`src/rtl/mem_arbiter.sv`:
```
// Round-robin arbiter that shares one memory read port and one memory write port
// among NUM_CONSUMERS requesters, serving one transaction at a time.
module mem_arbiter #(
  parameter int NUM_CONSUMERS = 4,
  parameter int ADDR_BITS     = 8,
  parameter int DATA_BITS     = 16
) (
  input  logic                                clk,
  input  logic                                reset,
  input  logic [NUM_CONSUMERS-1:0]            consumer_read_valid,
  input  logic [NUM_CONSUMERS*ADDR_BITS-1:0]  consumer_read_address,
  output logic [NUM_CONSUMERS-1:0]            consumer_read_ready,
  output logic [NUM_CONSUMERS*DATA_BITS-1:0]  consumer_read_data,
  input  logic [NUM_CONSUMERS-1:0]            consumer_write_valid,
  input  logic [NUM_CONSUMERS*ADDR_BITS-1:0]  consumer_write_address,
  input  logic [NUM_CONSUMERS*DATA_BITS-1:0]  consumer_write_data,
  output logic [NUM_CONSUMERS-1:0]            consumer_write_ready,
  output logic                                mem_read_valid,
  output logic [ADDR_BITS-1:0]                mem_read_address,
  input  logic                                mem_read_ready,
  input  logic [DATA_BITS-1:0]                mem_read_data,
  output logic                                mem_write_valid,
  output logic [ADDR_BITS-1:0]                mem_write_address,
  output logic [DATA_BITS-1:0]                mem_write_data,
  input  logic                                mem_write_ready
);

  localparam int IDX_W = (NUM_CONSUMERS > 1) ? $clog2(NUM_CONSUMERS) : 1;

  typedef enum logic [2:0] {
    IDLE           = 3'd0,
    READ_WAITING   = 3'd1,
    WRITE_WAITING  = 3'd2,
    READ_RELAYING  = 3'd3,
    WRITE_RELAYING = 3'd4
  } state_t;

  state_t           state, state_next;
  logic [IDX_W-1:0] grant, grant_next;
  logic [IDX_W-1:0] rr_ptr, rr_ptr_next;

  logic [NUM_CONSUMERS-1:0] req;
  logic                     req_any;
  logic [IDX_W-1:0]         sel_idx;
  logic [IDX_W-1:0]         sel_plus1;
  logic                     sel_is_read;

  logic                               mem_read_valid_next;
  logic [ADDR_BITS-1:0]               mem_read_address_next;
  logic                               mem_write_valid_next;
  logic [ADDR_BITS-1:0]               mem_write_address_next;
  logic [DATA_BITS-1:0]               mem_write_data_next;
  logic [NUM_CONSUMERS-1:0]           consumer_read_ready_next;
  logic [NUM_CONSUMERS-1:0]           consumer_write_ready_next;
  logic [NUM_CONSUMERS*DATA_BITS-1:0] consumer_read_data_next;

  assign req = consumer_read_valid | consumer_write_valid;

  // Scan downward so the candidate closest to rr_ptr (smallest offset) wins.
  always_comb begin
    req_any = 1'b0;
    sel_idx = '0;
    for (int k = NUM_CONSUMERS - 1; k >= 0; k--) begin
      if (req[(int'(rr_ptr) + k) % NUM_CONSUMERS]) begin
        req_any = 1'b1;
        sel_idx = IDX_W'((int'(rr_ptr) + k) % NUM_CONSUMERS);
      end
    end
  end

  assign sel_is_read = consumer_read_valid[sel_idx];
  assign sel_plus1   = (sel_idx == IDX_W'(NUM_CONSUMERS - 1)) ? '0 : sel_idx + 1'b1;

  always_ff @(posedge clk or posedge reset) begin
    if (reset) begin
      state  <= IDLE;
      grant  <= '0;
      rr_ptr <= '0;
    end else begin
      state  <= state_next;
      grant  <= grant_next;
      rr_ptr <= rr_ptr_next;
    end
  end

  always_comb begin
    state_next  = state;
    grant_next  = grant;
    rr_ptr_next = rr_ptr;
    case (state)
      IDLE: begin
        if (req_any) begin
          grant_next  = sel_idx;
          rr_ptr_next = sel_plus1;
          state_next  = sel_is_read ? READ_WAITING : WRITE_WAITING;
        end
      end
      READ_WAITING: begin
        if (mem_read_ready) state_next = READ_RELAYING;
      end
      WRITE_WAITING: begin
        if (mem_write_ready) state_next = WRITE_RELAYING;
      end
      READ_RELAYING: begin
        if (!consumer_read_valid[grant]) state_next = IDLE;
      end
      WRITE_RELAYING: begin
        if (!consumer_write_valid[grant]) state_next = IDLE;
      end
      default: state_next = IDLE;
    endcase
  end

  // Outputs are registered: this block computes their values for the next edge.
  always_comb begin
    mem_read_valid_next       = mem_read_valid;
    mem_read_address_next     = mem_read_address;
    mem_write_valid_next      = mem_write_valid;
    mem_write_address_next    = mem_write_address;
    mem_write_data_next       = mem_write_data;
    consumer_read_ready_next  = consumer_read_ready;
    consumer_write_ready_next = consumer_write_ready;
    consumer_read_data_next   = consumer_read_data;
    case (state)
      IDLE: begin
        if (req_any) begin
          if (sel_is_read) begin
            mem_read_valid_next   = 1'b1;
            mem_read_address_next = consumer_read_address[int'(sel_idx)*ADDR_BITS +: ADDR_BITS];
          end else begin
            mem_write_valid_next   = 1'b1;
            mem_write_address_next = consumer_write_address[int'(sel_idx)*ADDR_BITS +: ADDR_BITS];
            mem_write_data_next    = consumer_write_data[int'(sel_idx)*DATA_BITS +: DATA_BITS];
          end
        end
      end
      READ_WAITING: begin
        if (mem_read_ready) begin
          mem_read_valid_next = 1'b0;
          consumer_read_data_next[int'(grant)*DATA_BITS +: DATA_BITS] = mem_read_data;
          consumer_read_ready_next[grant] = 1'b1;
        end
      end
      WRITE_WAITING: begin
        if (mem_write_ready) begin
          mem_write_valid_next = 1'b0;
          consumer_write_ready_next[grant] = 1'b1;
        end
      end
      READ_RELAYING: begin
        if (!consumer_read_valid[grant]) consumer_read_ready_next[grant] = 1'b0;
      end
      WRITE_RELAYING: begin
        if (!consumer_write_valid[grant]) consumer_write_ready_next[grant] = 1'b0;
      end
      default: begin
        mem_read_valid_next       = 1'b0;
        mem_write_valid_next      = 1'b0;
        consumer_read_ready_next  = '0;
        consumer_write_ready_next = '0;
      end
    endcase
  end

  always_ff @(posedge clk or posedge reset) begin
    if (reset) begin
      mem_read_valid       <= 1'b0;
      mem_read_address     <= '0;
      mem_write_valid      <= 1'b0;
      mem_write_address    <= '0;
      mem_write_data       <= '0;
      consumer_read_ready  <= '0;
      consumer_write_ready <= '0;
      consumer_read_data   <= '0;
    end else begin
      mem_read_valid       <= mem_read_valid_next;
      mem_read_address     <= mem_read_address_next;
      mem_write_valid      <= mem_write_valid_next;
      mem_write_address    <= mem_write_address_next;
      mem_write_data       <= mem_write_data_next;
      consumer_read_ready  <= consumer_read_ready_next;
      consumer_write_ready <= consumer_write_ready_next;
      consumer_read_data   <= consumer_read_data_next;
    end
  end

endmodule

```
`config.mk`:
```
export PLATFORM = sky130hd
export DESIGN_NAME = mem_arbiter
export DESIGN_NICKNAME = d
export VERILOG_FILES = /design/src/rtl/mem_arbiter.sv
export SDC_FILE = /design/constraint.sdc
export NUM_CORES = 1
export LEC_CHECK = 0
export ABC_AREA = 0
export BUFFER_PORTS_ARGS = -buffer_cell sky130_fd_sc_hd__buf_2
export CAP_MARGIN = 10
export CORE_MARGIN = 5
export CORE_UTILIZATION = 48
export CTS_CLUSTER_SIZE = 25
export DETAILED_ROUTE_END_ITERATION = 7
export PLACE_DENSITY = 0.83
export SYNTH_ARGS = -nofsm -noshare
export SYNTH_HDL_FRONTEND = slang
export SYNTH_SLANG_ARGS = --single-unit
```
`constraint.sdc`:
```
create_clock -name clk -period 5.2 [get_ports clk]
set_clock_uncertainty 0.15 [all_clocks]
set_input_delay 0.78 -clock clk [delete_from_list [all_inputs] [get_ports clk]]
set_output_delay 0.78 -clock clk [all_outputs]
set_load 0.005 [all_outputs]
```
=== Word level (Yosys, flattened, before mapping) ===
Index checks and enable logic that the tools add are counted.

* $lt $le $gt $ge: 7
* Add/subtract/negate cells: 5
* Bitwise operators: 14
* Muxes and demuxes: 50
* Shift-type cells: 5
* Div/mod/pow operators: 0
* Equal/unequal tests: 12
* Reductions and logical operators: 18
* Multipliers: 0

{| class="wikitable"
|+ Operators by type and width
! kind !! number
|-
| $bwmux W64 || 1
|-
| $shift A16 B33 Y64 const A || 1
|-
| $shiftx A16 B33 Y64 || 1
|-
| $shiftx A32 B6 Y8 || 2
|-
| $shiftx A64 B7 Y16 || 1
|-
| $neg A6 Y33 || 1
|-
| $pmux W4 S3 || 2
|-
| $mux W1 || 21
|-
| $mux W4 || 4
|-
| $mux W3 || 5
|-
| $pmux W3 S5 || 1
|-
| $bmux W1 S2 || 7
|-
| $ne A2 B2 Y1 const B || 7
|-
| $lt A3 B4 Y1 const B || 3
|-
| $mux W2 || 6
|-
| $or A4 B4 Y4 || 3
|-
| $reduce_and A3 Y1 || 4
|-
| $reduce_or A3 Y1 || 4
|-
| $lt A2 B3 Y1 const B || 3
|-
| $and A4 B4 Y4 || 2
|-
| $reduce_and A4 Y1 || 2
|-
| $eq A3 B2 Y1 const B || 2
|-
| $pmux W1 S3 || 2
|-
| $reduce_or A2 Y1 || 3
|-
| other kinds (14) || 23
|}

* Latch bits: 0
* Register bits after elaboration: 113
* Word-level logic and storage cells: 122
* ROM bits: 0
* Output and inout bits: 106
* Bits in writable memories: 0
* Memories: 0
* Input bits: 156

=== Logic depth before layout (Yosys ltp) ===
Gate-level depths: netlist (run 1).

* Depth after elaboration: 15
* Mapped depth: 9
* Depth with buffers taken out: 6

=== Worst setup path before layout (run 1) ===
Ideal clock, no wire load.

* Path type: input-to-reg
* Start: input consumer_read_valid[1]
* End: register mem_write_address[0]
* Cell stages on the path: 7
* Setup time: 0.125 ns
* Setup slack: 2.172 ns
* Buffers on the path: 1
* Data required time: 4.925 ns
* Arrival time: 2.753 ns
* Cell sequence: nor2_1 -> o21a_1 -> a21oi_1 -> nor2_2 -> buf_2 -> mux4_2 -> mux2_4

* Word-level cells in the longest chain between the ends: 12
* Elaborated cells between the ends (all ways): 25
* Those cells by class: shift: 1; mux: 21; bitwise: 2; reduce/logical: 1

{| class="wikitable"
|+ RTL lines
! element !! line !! RTL
|-
| start: declaration || 10 || <nowiki>input logic [NUM_CONSUMERS-1:0] consumer_read_valid,</nowiki>
|-
| $or A4 B4 Y4 (*) || 57 || <nowiki>assign req = consumer_read_valid | consumer_write_valid;</nowiki>
|-
| $bmux W1 S2 || 64 || <nowiki>if (req[(int'(rr_ptr) + k) % NUM_CONSUMERS]) begin</nowiki>
|-
| $mux W1 (implied by the code) (2 in series) || 64 ||
|-
| $mux W2 (3 in series) || 64 ||
|-
| $mux W2 (*) || 64 ||
|-
| named net sel_idx[1] || 44 || <nowiki>logic [IDX_W-1:0] sel_idx;</nowiki>
|-
| parallel branches: the longest is 4 deep, another holds $shiftx A32 B6 Y8 || n/a ||
|-
| end signal: assignment || 179 || <nowiki>mem_write_address <= mem_write_address_next;</nowiki>
|-
| end: declaration || 23 || <nowiki>output logic [ADDR_BITS-1:0] mem_write_address,</nowiki>
|}

Mark *: on every way through the listed nets, which the timed path passes. The select of a mux whose other input is x is not followed.
A chain may end at the register's enable or synchronous reset.

=== Final worst setup path (run 1) ===
* Start: input consumer_read_valid[2]
* End: register mem_write_data[9]

* Word-level cells in the longest chain between the ends: 12
* Elaborated cells between the ends (all ways): 25
* Those cells by class: shift: 1; mux: 21; bitwise: 2; reduce/logical: 1

{| class="wikitable"
|+ RTL lines
! element !! line !! RTL
|-
| parallel branches: the longest is 12 deep, another holds $shiftx A64 B7 Y16 || n/a ||
|-
| end signal: assignment || 180 || <nowiki>mem_write_data <= mem_write_data_next;</nowiki>
|-
| end: declaration || 24 || <nowiki>output logic [DATA_BITS-1:0] mem_write_data,</nowiki>
|}

Parallel ways; which one is timed is not known. The select of a mux whose other input is x is not followed.

==> results.json, run 1 <==
{
  "whs_ns": 0.322,
  "worst_slew_margin_rel": 0.289,
  "cts.sinks": 113,
  "synthArstFlopShare": 1.00,
  "status": "completed",
  "hold_viol": 0,
  "syn_inst": 527,
  "ys.flop_type": "dfrtp_1",
  "synth_nets": 692,
  "clk_pin_slew_worst_paths_ns": 0.05,
  "seqPwrFrac": 0.332,
  "p_leak_nw": 3.87,
  "grt_max_degree": 81,
  "crit_type": "in2reg",
  "antenna_found_initial": 1,
  "cts_buffers": 17,
  "io_pins": 262,
  "yosysTopAreaCellShare": 0.490,
  "root_buffer": "clkbuf_16",
  "yosys_warnings": 0,
  "detail-route-antenna-nets": 0,
  "postCtsSetupBuffers": 0,
  "startpoint_type": "input port",
  "slew_viol_final": 0,
  "synth_edf_count": 0,
  "ctsLongestPathBuffers": 2,
  "peakVddDrop_uv": 430,
  "track_usage": 0.250,
  "worst_pin_slew_ns": 1.06,
  "hp-class": "reg2reg",
  "ys_seq_area_frac": 0.490,
  "ys_types": 41,
  "place.gp.congestion": 0.910,
  "holdPathStages": 2,
  "syn_area_sq_um": 5770,
  "synth_top_family_by_area": "multiplexers",
  "setup_violations": 0,
  "synth_area_leaders": "dfrtp_1 (49%), mux4_2 (13%), nand2_1 (9.2%), o21ai_0 (6.7%), mux2_4 (4.9%)",
  "hpwlAfterDp_mm": 13.8,
  "comb_power_share": 0.435,
  "synth_compound_gate_area_share": 0.119,
  "cp-end-kind": "flip-flop",
  "drt_iter0_markers": 382,
  "htree_num_levels": 4,
  "grt_pass1_wl_mm": 27.8,
  "synthMuxAreaShare": 0.217,
  "cp_max_fo": 36,
  "cts_tree": "done",
  "finalCriticalPeriod_ns": 3.22,
  "die_area_sq_um": 14300,
  "num_rows": 40,
  "cp.arrival_ns": 3.36,
  "p_clk_frac": 0.233,
  "setup_ws_ns": 1.98,
  "avgSynthCellArea_sq_um": 10.9,
  "drive_gt1_frac": 0.468,
  "gr-total-overflow": 0,
  "cts_hold_buf": 0,
  "p_switching_mw": 1.67,
  "synth-seq-cells": 113,
  "synthXorXnorAreaFrac": 0,
  "initial_core_util": 0.484,
  "dieHeight_um": 120,
  "core_sq_um": 11900,
  "maxCapViolCount": 0,
  "max_freq_mhz": 310,
  "clock_latency_ns": 0.40,
  "dr.pass1.iters": 5,
  "post_cts_resized": 0,
  "vias": 5124,
  "wl_per_cell_um": 18.9,
  "portBuffers": 261,
  "required_ns": 5.34,
  "p_int_mw": 3.05,
  "die_w_um": 120,
  "powerDensity_nw_per_um2": 612,
  "grt_pass1_vias": 5339,
  "synth_top_cell_by_area": "dfrtp_1",
  "synthAdderAreaFrac": 0.0195,
  "period_share": 0.620,
  "dp_slack_ns": 1.57,
  "rsz0062_at_grt": "false",
  "swShare": 0.354,
  "drc_errors": 0,
  "nets": 944,
  "area_growth_pct": 33.8,
  "finalSetupTns_ns": 0,
  "r2r_cells": 8,
  "vias_per_cell": 5.47,
  "yosys.area_share.simple": 0.122,
  "drt-total-wl_mm": 17.7
}
synth_stat cells, types with 2 or more instances:
master	count
mux2_2	17
a31oi_1	2
nor2_1	11
dfrtp_1	113
buf_6	2
mux2_4	19
o21ai_0	77
ha_1	9
o22ai_1	4
and3_1	3
buf_4	2
o32a_1	2
nand2_1	142
inv_1	11
nor3_1	5
a22oi_1	6
clkbuf_1	25
or2_1	2
nand2b_1	2
mux4_2	34
buf_2	3
a21oi_1	13
nor2b_1	5
metrics by stage:
stage | instances | utilization | total power [mW] | area (sq um)
floorplan | 527 | - | 2.89 | 5770
global placement | 907 | 0.601 | 3.56 | 7160
detailed placement | 907 | 0.601 | 3.65 | 7160
CTS | 936 | 0.648 | 4.77 | 7720
global route | 937 | 0.648 | 5.04 | 7720
finish | 937 | 0.648 | 4.73 | 7720
path summary, 6_finish.rpt:
kind | startpoint | endpoint | slack (ns)
min reg2reg | consumer_read_data[24] | consumer_read_data[24] | 0.32
max in group asynchronous | reset | consumer_read_data[34] | 3.40
max | consumer_read_valid[2] | mem_write_data[9] | 1.98
max reg2reg | rr_ptr[0] | mem_write_data[9] | 2.11
min in group asynchronous | reset | consumer_read_data[24] | 0.46
min | consumer_read_data[24] | consumer_read_data[24] | 0.32
per-layer routing:
layer | track usage | up-vias | part of all wire
met2 | 0.434 | 274 | 0.53
li1 | - | 2371 | -
met3 | 0.0740 | 39 | 0.080
met5 | 0 | - | 0
met4 | 0.110 | 0 | 0.031
met1 | 0.287 | 2440 | 0.36
cell type report:
class	count	area, sq um
diodes	1	2.50
clock buffers	22	474
clock inverters	7	85.1
fillers	961	4190
inverters	11	43.8
multi-input cells	371	2770
flip-flops and latches	113	2830
well taps	147	184
repair buffers	265	1340
layout by cell type (no fill, tap or decap), types with 2 or more instances in the layout:
master | netlist | layout
clkbuf_1 | 25 | 2
a21oi_1 | 13 | 13
ha_1 | 9 | 9
nor3_2 | 0 | 2
a31oi_1 | 2 | 2
nor2b_1 | 5 | 5
bufinv_16 | 0 | 2
nor2_1 | 11 | 11
o32a_1 | 2 | 2
o21ai_0 | 77 | 77
mux4_2 | 34 | 34
clkbuf_8 | 0 | 3
a22oi_1 | 6 | 6
o22ai_1 | 4 | 4
buf_2 | 3 | 261
and3_1 | 3 | 3
mux2_4 | 19 | 19
nand2b_1 | 2 | 2
nor3_1 | 5 | 3
inv_1 | 11 | 10
mux2_2 | 17 | 17
buf_4 | 2 | 4
clkinv_2 | 0 | 5
nand2_1 | 142 | 142
or2_1 | 2 | 2
clkbuf_16 | 0 | 17
dfrtp_1 | 113 | 113
registers in the layout (all words and copies together) (netlist names), 3 cells and up:
name / flops
mem_write_address: 8
consumer_write_ready: 4
consumer_read_ready: 4
mem_read_address: 8
mem_write_data: 16
consumer_read_data: 64
state: 3
cell families (layout without fill, tap and decap cells):
group           Yosys count  after routing
flops                   113            113
fa+ha+maj                 9              9
buf+inv                  43            305
mux                      71             71
simple gates            174            174
compound gates          117            117
other cells               0              1
critical path, cell delays in order:
cell and delay, ns:
buf_2 0.13, or2_1 0.25, a211oi_2 0.30, a2bb2oi_4 0.15, buf_4 0.42, mux2i_1 0.38, or2_1 0.15, buf_4 0.37
mux2_2 0.39
power by group through the flow:
stage,registers [mW],logic (mW),clock network (mW)
after floorplan,1.52,1.37,0
after global placement,1.56,2.00,0
after detailed placement,1.57,2.08,0
after CTS,1.56,2.08,1.12
after global routing,1.62,2.26,1.16
final,1.57,2.05,1.10
(Power assumes the default switching activity.)
==> run 2: changes to the inputs <==
--- a/config.mk
+++ b/config.mk
@@ -9,10 +9,10 @@
 export BUFFER_PORTS_ARGS = -buffer_cell sky130_fd_sc_hd__buf_2
 export CAP_MARGIN = 10
 export CORE_MARGIN = 5
-export CORE_UTILIZATION = 48
+export CORE_UTILIZATION = 43
 export CTS_CLUSTER_SIZE = 25
 export DETAILED_ROUTE_END_ITERATION = 7
-export PLACE_DENSITY = 0.83
+export PLACE_DENSITY = 0.78
 export SYNTH_ARGS = -nofsm -noshare
 export SYNTH_HDL_FRONTEND = slang
 export SYNTH_SLANG_ARGS = --single-unit
==> constraint.sdc (replaced) <==
create_clock -name clk -period 2.86 [get_ports clk]
set_clock_uncertainty 0.15 [all_clocks]
set_input_delay 0.429 -clock clk [delete_from_list [all_inputs] [get_ports clk]]
set_output_delay 0.429 -clock clk [all_outputs]
set_load 0.005 [all_outputs]
==> run 2 against run 1 <==
  * Sequential power grew 81%
  * Clock-buffer cell count shrank 1
  * Non-clock buffer count grew 13
  * Register-to-register slack lost 1.8 ns
  * Critical path depth shrank 2
  * Die area grew 11%
  * Flip-flop and latch count is the same
  * Wire length grew 3.7%
  * Final area grew 3.7%
  * Total power grew 91%
  * First-iteration DRC count shrank 18%
  * Critical endpoint is now mem_read_address[2]
  * Largest power group unchanged
==> results.json, run 2 (synthesis gave the netlist of run 1 again) <==
{
  "crit_chain": "mux2_2 -> a31oi_1 -> a21boi_0 -> mux2i_1 -> buf_4 -> nand2_1 -> mux2_2",
  "busiest_layer": "met2",
  "layout_commonest_cell": "buf_2",
  "num_rows": 42,
  "place.gp.congestion": 0.899,
  "critPathMaxStageDelay_ns": 0.55,
  "largest_register": "consumer_read_data",
  "clock_latency_ns": 0.40,
  "antenna_found_initial": 7,
  "cp-end-kind": "flip-flop",
  "nFillCells": 1096,
  "die_area_sq_um": 15800,
  "grt_use_met2": 0.393,
  "max_freq_mhz": 396,
  "drc_errors": 0,
  "finalCriticalPeriod_ns": 2.52,
  "vias": 5037,
  "cpMostUsedCell": "mux2_2",
  "postCtsSetupBuffers": 0,
  "gr-total-overflow": 0,
  "wl_per_cell_um": 18.7,
  "core_sq_um": 13200,
  "maxCapViolCount": 0,
  "grt_use_met3": 0.0682,
  "p_int_mw": 5.93,
  "final_area_sq_um": 8010,
  "hp-class": "in2reg",
  "comb_power_share": 0.432,
  "cp_num_buf_inv": 1,
  "nets": 957,
  "grt_pass1_wl_mm": 28.3,
  "cts.sinks": 113,
  "p_clk_frac": 0.254,
  "drive_gt1_frac": 0.477,
  "top_regs": "consumer_read_data: 64 flops, mem_write_data: 16 flops",
  "detail-route-antenna-nets": 0,
  "swShare": 0.343,
  "grt_max_degree": 56,
  "cts_tree": "done",
  "dieHeight_um": 126,
  "rsz0062_at_grt": "false",
  "p_switching_mw": 3.10,
  "crit_type": "reg2reg",
  "setup_violations": 0,
  "crit_family": "multiplexers",
  "worst_pin_slew_ns": 0.686,
  "multi_input_area_sq_um": 2770,
  "drt-total-wl_mm": 18.4,
  "ctsLongestPathBuffers": 2,
  "required_ns": 3.00,
  "htree_num_levels": 4,
  "hpwlAfterDp_mm": 14.4,
  "cp.arrival_ns": 2.67,
  "period_share": 0.882,
  "power_mw": 9.04,
  "slew_viol_final": 0,
  "place_area_sq_um": 7340,
  "peakVddDrop_uv": 893,
  "vias_per_cell": 5.10,
  "cp_slowest_cell": "dfrtp_1",
  "initial_core_util": 0.437,
  "drt_iter0_markers": 315,
  "post_cts_resized": 0,
  "seqPwrFrac": 0.314,
  "layout_common_cells": "buf_2 (261), nand2_1 (142), dfrtp_1 (113)",
  "p_leak_nw": 3.98,
  "startpoint_type": "flip-flop",
  "powerDensity_nw_per_um2": 1130,
  "clk_pin_slew_worst_paths_ns": 0.05,
  "hold_viol": 0,
  "status": "completed",
  "cts_buffers": 17,
  "worst_slew_margin_rel": 0.542,
  "largest_reg_flops": 64,
  "track_usage": 0.233,
  "io_pins": 262,
  "area_growth_pct": 38.8,
  "dr.pass1.iters": 5,
  "portBuffers": 261,
  "grt_pass1_vias": 5308,
  "regArea_sq_um": 2830,
  "finalSetupTns_ns": 0,
  "met1_usage": 0.260,
  "cp_max_fo": 9,
  "whs_ns": 0.160,
  "die_w_um": 126,
  "root_buffer": "clkbuf_16"
}
-- run 2: changes by cell type in the layout (fill, tap and decap cells not counted), sizes merged --
cell / change
inv: -1
clkinvlp: +1
buf: +12
clkbuf: -1
dlygate4sd3: +1
diode: +5
bufinv: +3
clkinv: +1
-- run 2: cell type report --
class | count | share of cell area
inverter | 11 | 0.00562
tap | 176 | 0.0275
antenna | 6 | 0.00187
clock buffer | 21 | 0.0575
sequential | 113 | 0.353
timing repair buffer | 278 | 0.186
clock inverter | 11 | 0.0230
multi-input combinational | 371 | 0.346
-- run 2: metrics by stage --
stage / std cells / utilization / setup WS [ns]
2_1_floorplan: 527 / - / 0.183
3_3_place_gp: 948 / 0.556 / 0.267
4_1_cts: 981 / 0.606 / 0.351
6_report: 987 / 0.607 / 0.337
3_5_place_dp: 948 / 0.556 / 0.248
5_1_grt: 987 / 0.607 / 0.208
-- run 2: worst reg2reg max path, stage by stage, from the launching register on --
cell	delay [ns]
dfrtp_1	0.55
mux2_2	0.38
a31oi_1	0.16
a21boi_0	0.20
mux2i_1	0.11
buf_4	0.15
nand2_1	0.32
mux2_2	0.39
-- run 2: path summary, 6_finish.rpt --
kind	from	end	slack, ns	cells after the start
max reg2reg	rr_ptr[1]	mem_read_address[2]	0.34	7
max in group asynchronous	reset	mem_write_data[7]	1.19	4
min	mem_read_data[10]	consumer_read_data[10]	0.16	3
max	rr_ptr[1]	mem_read_address[2]	0.34	7
min in group asynchronous	reset	consumer_read_data[5]	0.39	3
min reg2reg	consumer_read_data[62]	consumer_read_data[62]	0.32	2
-- run 2: repair_timing --
action | in CTS | in global routing
hold buffers | 1 | 0
endpoints found under the hold margin | 12 | 0
endpoints found under the setup margin | 0 | 0
-- run 2: layer usage --
| layer | vias up | routed length [um] |
|---|---|---|
| met5 | - | 7 |
| met2 | 245 | 9270 |
| met4 | 2 | 988 |
| met3 | 48 | 1470 |
| met1 | 2337 | 6670 |
| li1 | 2405 | - |
-- run 2: power by group through the flow --
stage	combinational [mW]	sequential [mW]	clock [mW]
floorplan	2.48	2.76	0
global placement	3.83	2.83	0
detailed placement	3.94	2.85	0
CTS	3.95	2.83	2.34
global route	4.29	2.93	2.41
finish	3.91	2.84	2.30
==> run 3: changes to the inputs <==
--- a/config.mk
+++ b/config.mk
@@ -9,10 +9,11 @@
 export BUFFER_PORTS_ARGS = -buffer_cell sky130_fd_sc_hd__buf_2
 export CAP_MARGIN = 10
 export CORE_MARGIN = 5
-export CORE_UTILIZATION = 43
+export CORE_UTILIZATION = 35
 export CTS_CLUSTER_SIZE = 25
 export DETAILED_ROUTE_END_ITERATION = 7
-export PLACE_DENSITY = 0.78
+export PLACE_DENSITY = 0.66
+export SKIP_LAST_GASP = 1
 export SYNTH_ARGS = -nofsm -noshare
 export SYNTH_HDL_FRONTEND = slang
 export SYNTH_SLANG_ARGS = --single-unit
==> run 3 against run 2 <==
  * Global-route usage shrank 3.8 points
  * Combinational power about the same
  * Via count up 1.0%
  * Clock-buffer cell count stayed put
  * Cell count up 4.3%
  * Wire length is 0.73% higher
  * Sequential power hardly changed
  * Clock power is 8% lower
  * First-iteration DRC count shrank 10%
  * Utilization decreased by 12 points
  * Non-clock buffer count is 1 higher
  * Fmax rose by 0.22%
  * Critical path type unchanged
==> results.json, run 3 (synthesis gave the netlist of run 1 again) <==
{
  "drive_gt1_frac": 0.478,
  "drt_iter0_markers": 282,
  "dp_slack_ns": 0.197,
  "area_growth_pct": 38.7,
  "rsz0062_at_grt": "false",
  "drc_errors": 0,
  "detail-route-antenna-nets": 0,
  "gr-total-overflow": 0,
  "regArea_sq_um": 2830,
  "required_ns": 3.00,
  "root_buffer": "clkbuf_16",
  "track_usage": 0.195,
  "layout_commonest_cell": "buf_2",
  "initial_core_util": 0.352,
  "p_switching_mw": 3.11,
  "vias_per_cell": 4.95,
  "nets": 958,
  "swShare": 0.351,
  "cp-end-kind": "flip-flop",
  "core_sq_um": 16400,
  "maxCapViolCount": 0,
  "cts_hold_buf": 0,
  "dr.pass1.iters": 4,
  "ctsLongestPathBuffers": 2,
  "max_freq_mhz": 397,
  "dieHeight_um": 138,
  "clock_latency_ns": 0.40,
  "grt_pass1_vias": 5206,
  "finalCriticalPeriod_ns": 2.52,
  "startpoint_type": "flip-flop",
  "vias": 5089,
  "top_regs": "consumer_read_data: 64 flops, mem_write_data: 16 flops",
  "grt_max_degree": 114,
  "portBuffers": 261,
  "p_int_mw": 5.75,
  "multi_input_area_sq_um": 2770,
  "cts_tree": "done",
  "cp.arrival_ns": 2.66,
  "post_cts_resized": 0,
  "place.gp.congestion": 0.801,
  "p_leak_nw": 3.95,
  "crit_start": "rr_ptr[1]",
  "worst_slew_margin_rel": 0.585,
  "htree_num_levels": 4,
  "whs_ns": 0.0582,
  "die_w_um": 138,
  "io_pins": 262,
  "hold_viol": 0,
  "p_clk_frac": 0.238,
  "cp_slowest_cell": "dfrtp_1",
  "seqPwrFrac": 0.320,
  "powerDensity_nw_per_um2": 1110,
  "crit_type": "reg2reg",
  "antenna_found_initial": 3,
  "largest_register": "consumer_read_data",
  "cp_max_fo": 9,
  "drt-total-wl_mm": 18.5,
  "peakVddDrop_uv": 412,
  "setup_violations": 0,
  "hp-class": "in2async",
  "period_share": 0.880,
  "die_area_sq_um": 19200,
  "critPathMaxStageDelay_ns": 0.53,
  "power_mw": 8.87,
  "worst_pin_slew_ns": 0.623,
  "reg2reg_slack_ns": 0.34,
  "finalSetupTns_ns": 0,
  "grt_pass1_wl_mm": 29.2,
  "layout_common_cells": "buf_2 (261), nand2_1 (142), dfrtp_1 (113)",
  "nFillCells": 1530,
  "num_rows": 47,
  "hpwlAfterDp_mm": 14.3,
  "cts_buffers": 17,
  "comb_power_share": 0.442,
  "wl_per_cell_um": 18.0,
  "cpMostUsedCell": "mux2_2",
  "cts.sinks": 113,
  "slew_viol_final": 0,
  "clk_pin_slew_worst_paths_ns": 0.05,
  "status": "completed",
  "fin_util": 0.488,
  "crit_chain": "mux2_2 -> a31oi_1 -> a21boi_0 -> mux2i_1 -> buf_4 -> nand2_1 -> mux2_2",
  "largest_reg_flops": 64,
  "r2r_start": "rr_ptr[1]",
  "postCtsSetupBuffers": 0,
  "setup_ws_ns": 0.342
}
[run 3: layout make-up]
cell class,instances,share of cell area
Timing Repair Buffer,279,0.186
Sequential cell,113,0.353
Antenna cell,3,0.000938
Inverter,11,0.00563
Clock buffer,21,0.0563
Multi-Input combinational cell,371,0.346
Clock inverter,11,0.0172
Tap cell,220,0.0344
[run 3: layer usage]
metal / up-vias / global-route usage / routed length (um)
met2: 240 / 0.335 / 9520
li1: 2401 / - / -
met1: 2416 / 0.228 / 7160
met3: 32 / 0.0549 / 1280
met5: - / 0 / 0
met4: 0 / 0.0827 / 581
[run 3: worst max-delay path, delay by kind of cell (launching register included)]
family / cells / cell delay, ns
flip-flops: 1 / 0.53
multiplexers: 3 / 0.88
AO/OA/AOI/OAI: 2 / 0.37
AND/OR/NAND/NOR: 1 / 0.32
buffers and inverters: 1 / 0.15
[run 3: final timing paths]
kind,cells past startpoint,endpoint
worst max-delay path,7,mem_read_address[2]
worst min-delay path,3,consumer_read_data[7]
worst max register to register,7,mem_read_address[2]
worst min register to register,2,consumer_read_data[9]
max in group asynchronous,3,mem_write_address[5]
min in group clk,3,consumer_read_data[39]
[run 3: power groups by stage]
stage	logic (mW)	registers, mW	clock network, mW
floorplan	2.48	2.76	0
global placement	3.89	2.84	0
detailed placement	3.98	2.85	0
CTS	3.99	2.84	2.15
global route	4.34	2.94	2.24
finish	3.92	2.84	2.11
[run 3: stage by stage]
step / cell area, sq um / std cells
floorplan: 5770 / 527
global placement: 7410 / 994
detailed placement: 7410 / 994
CTS: 8000 / 1026
global route: 8010 / 1029
finish: 8010 / 1029
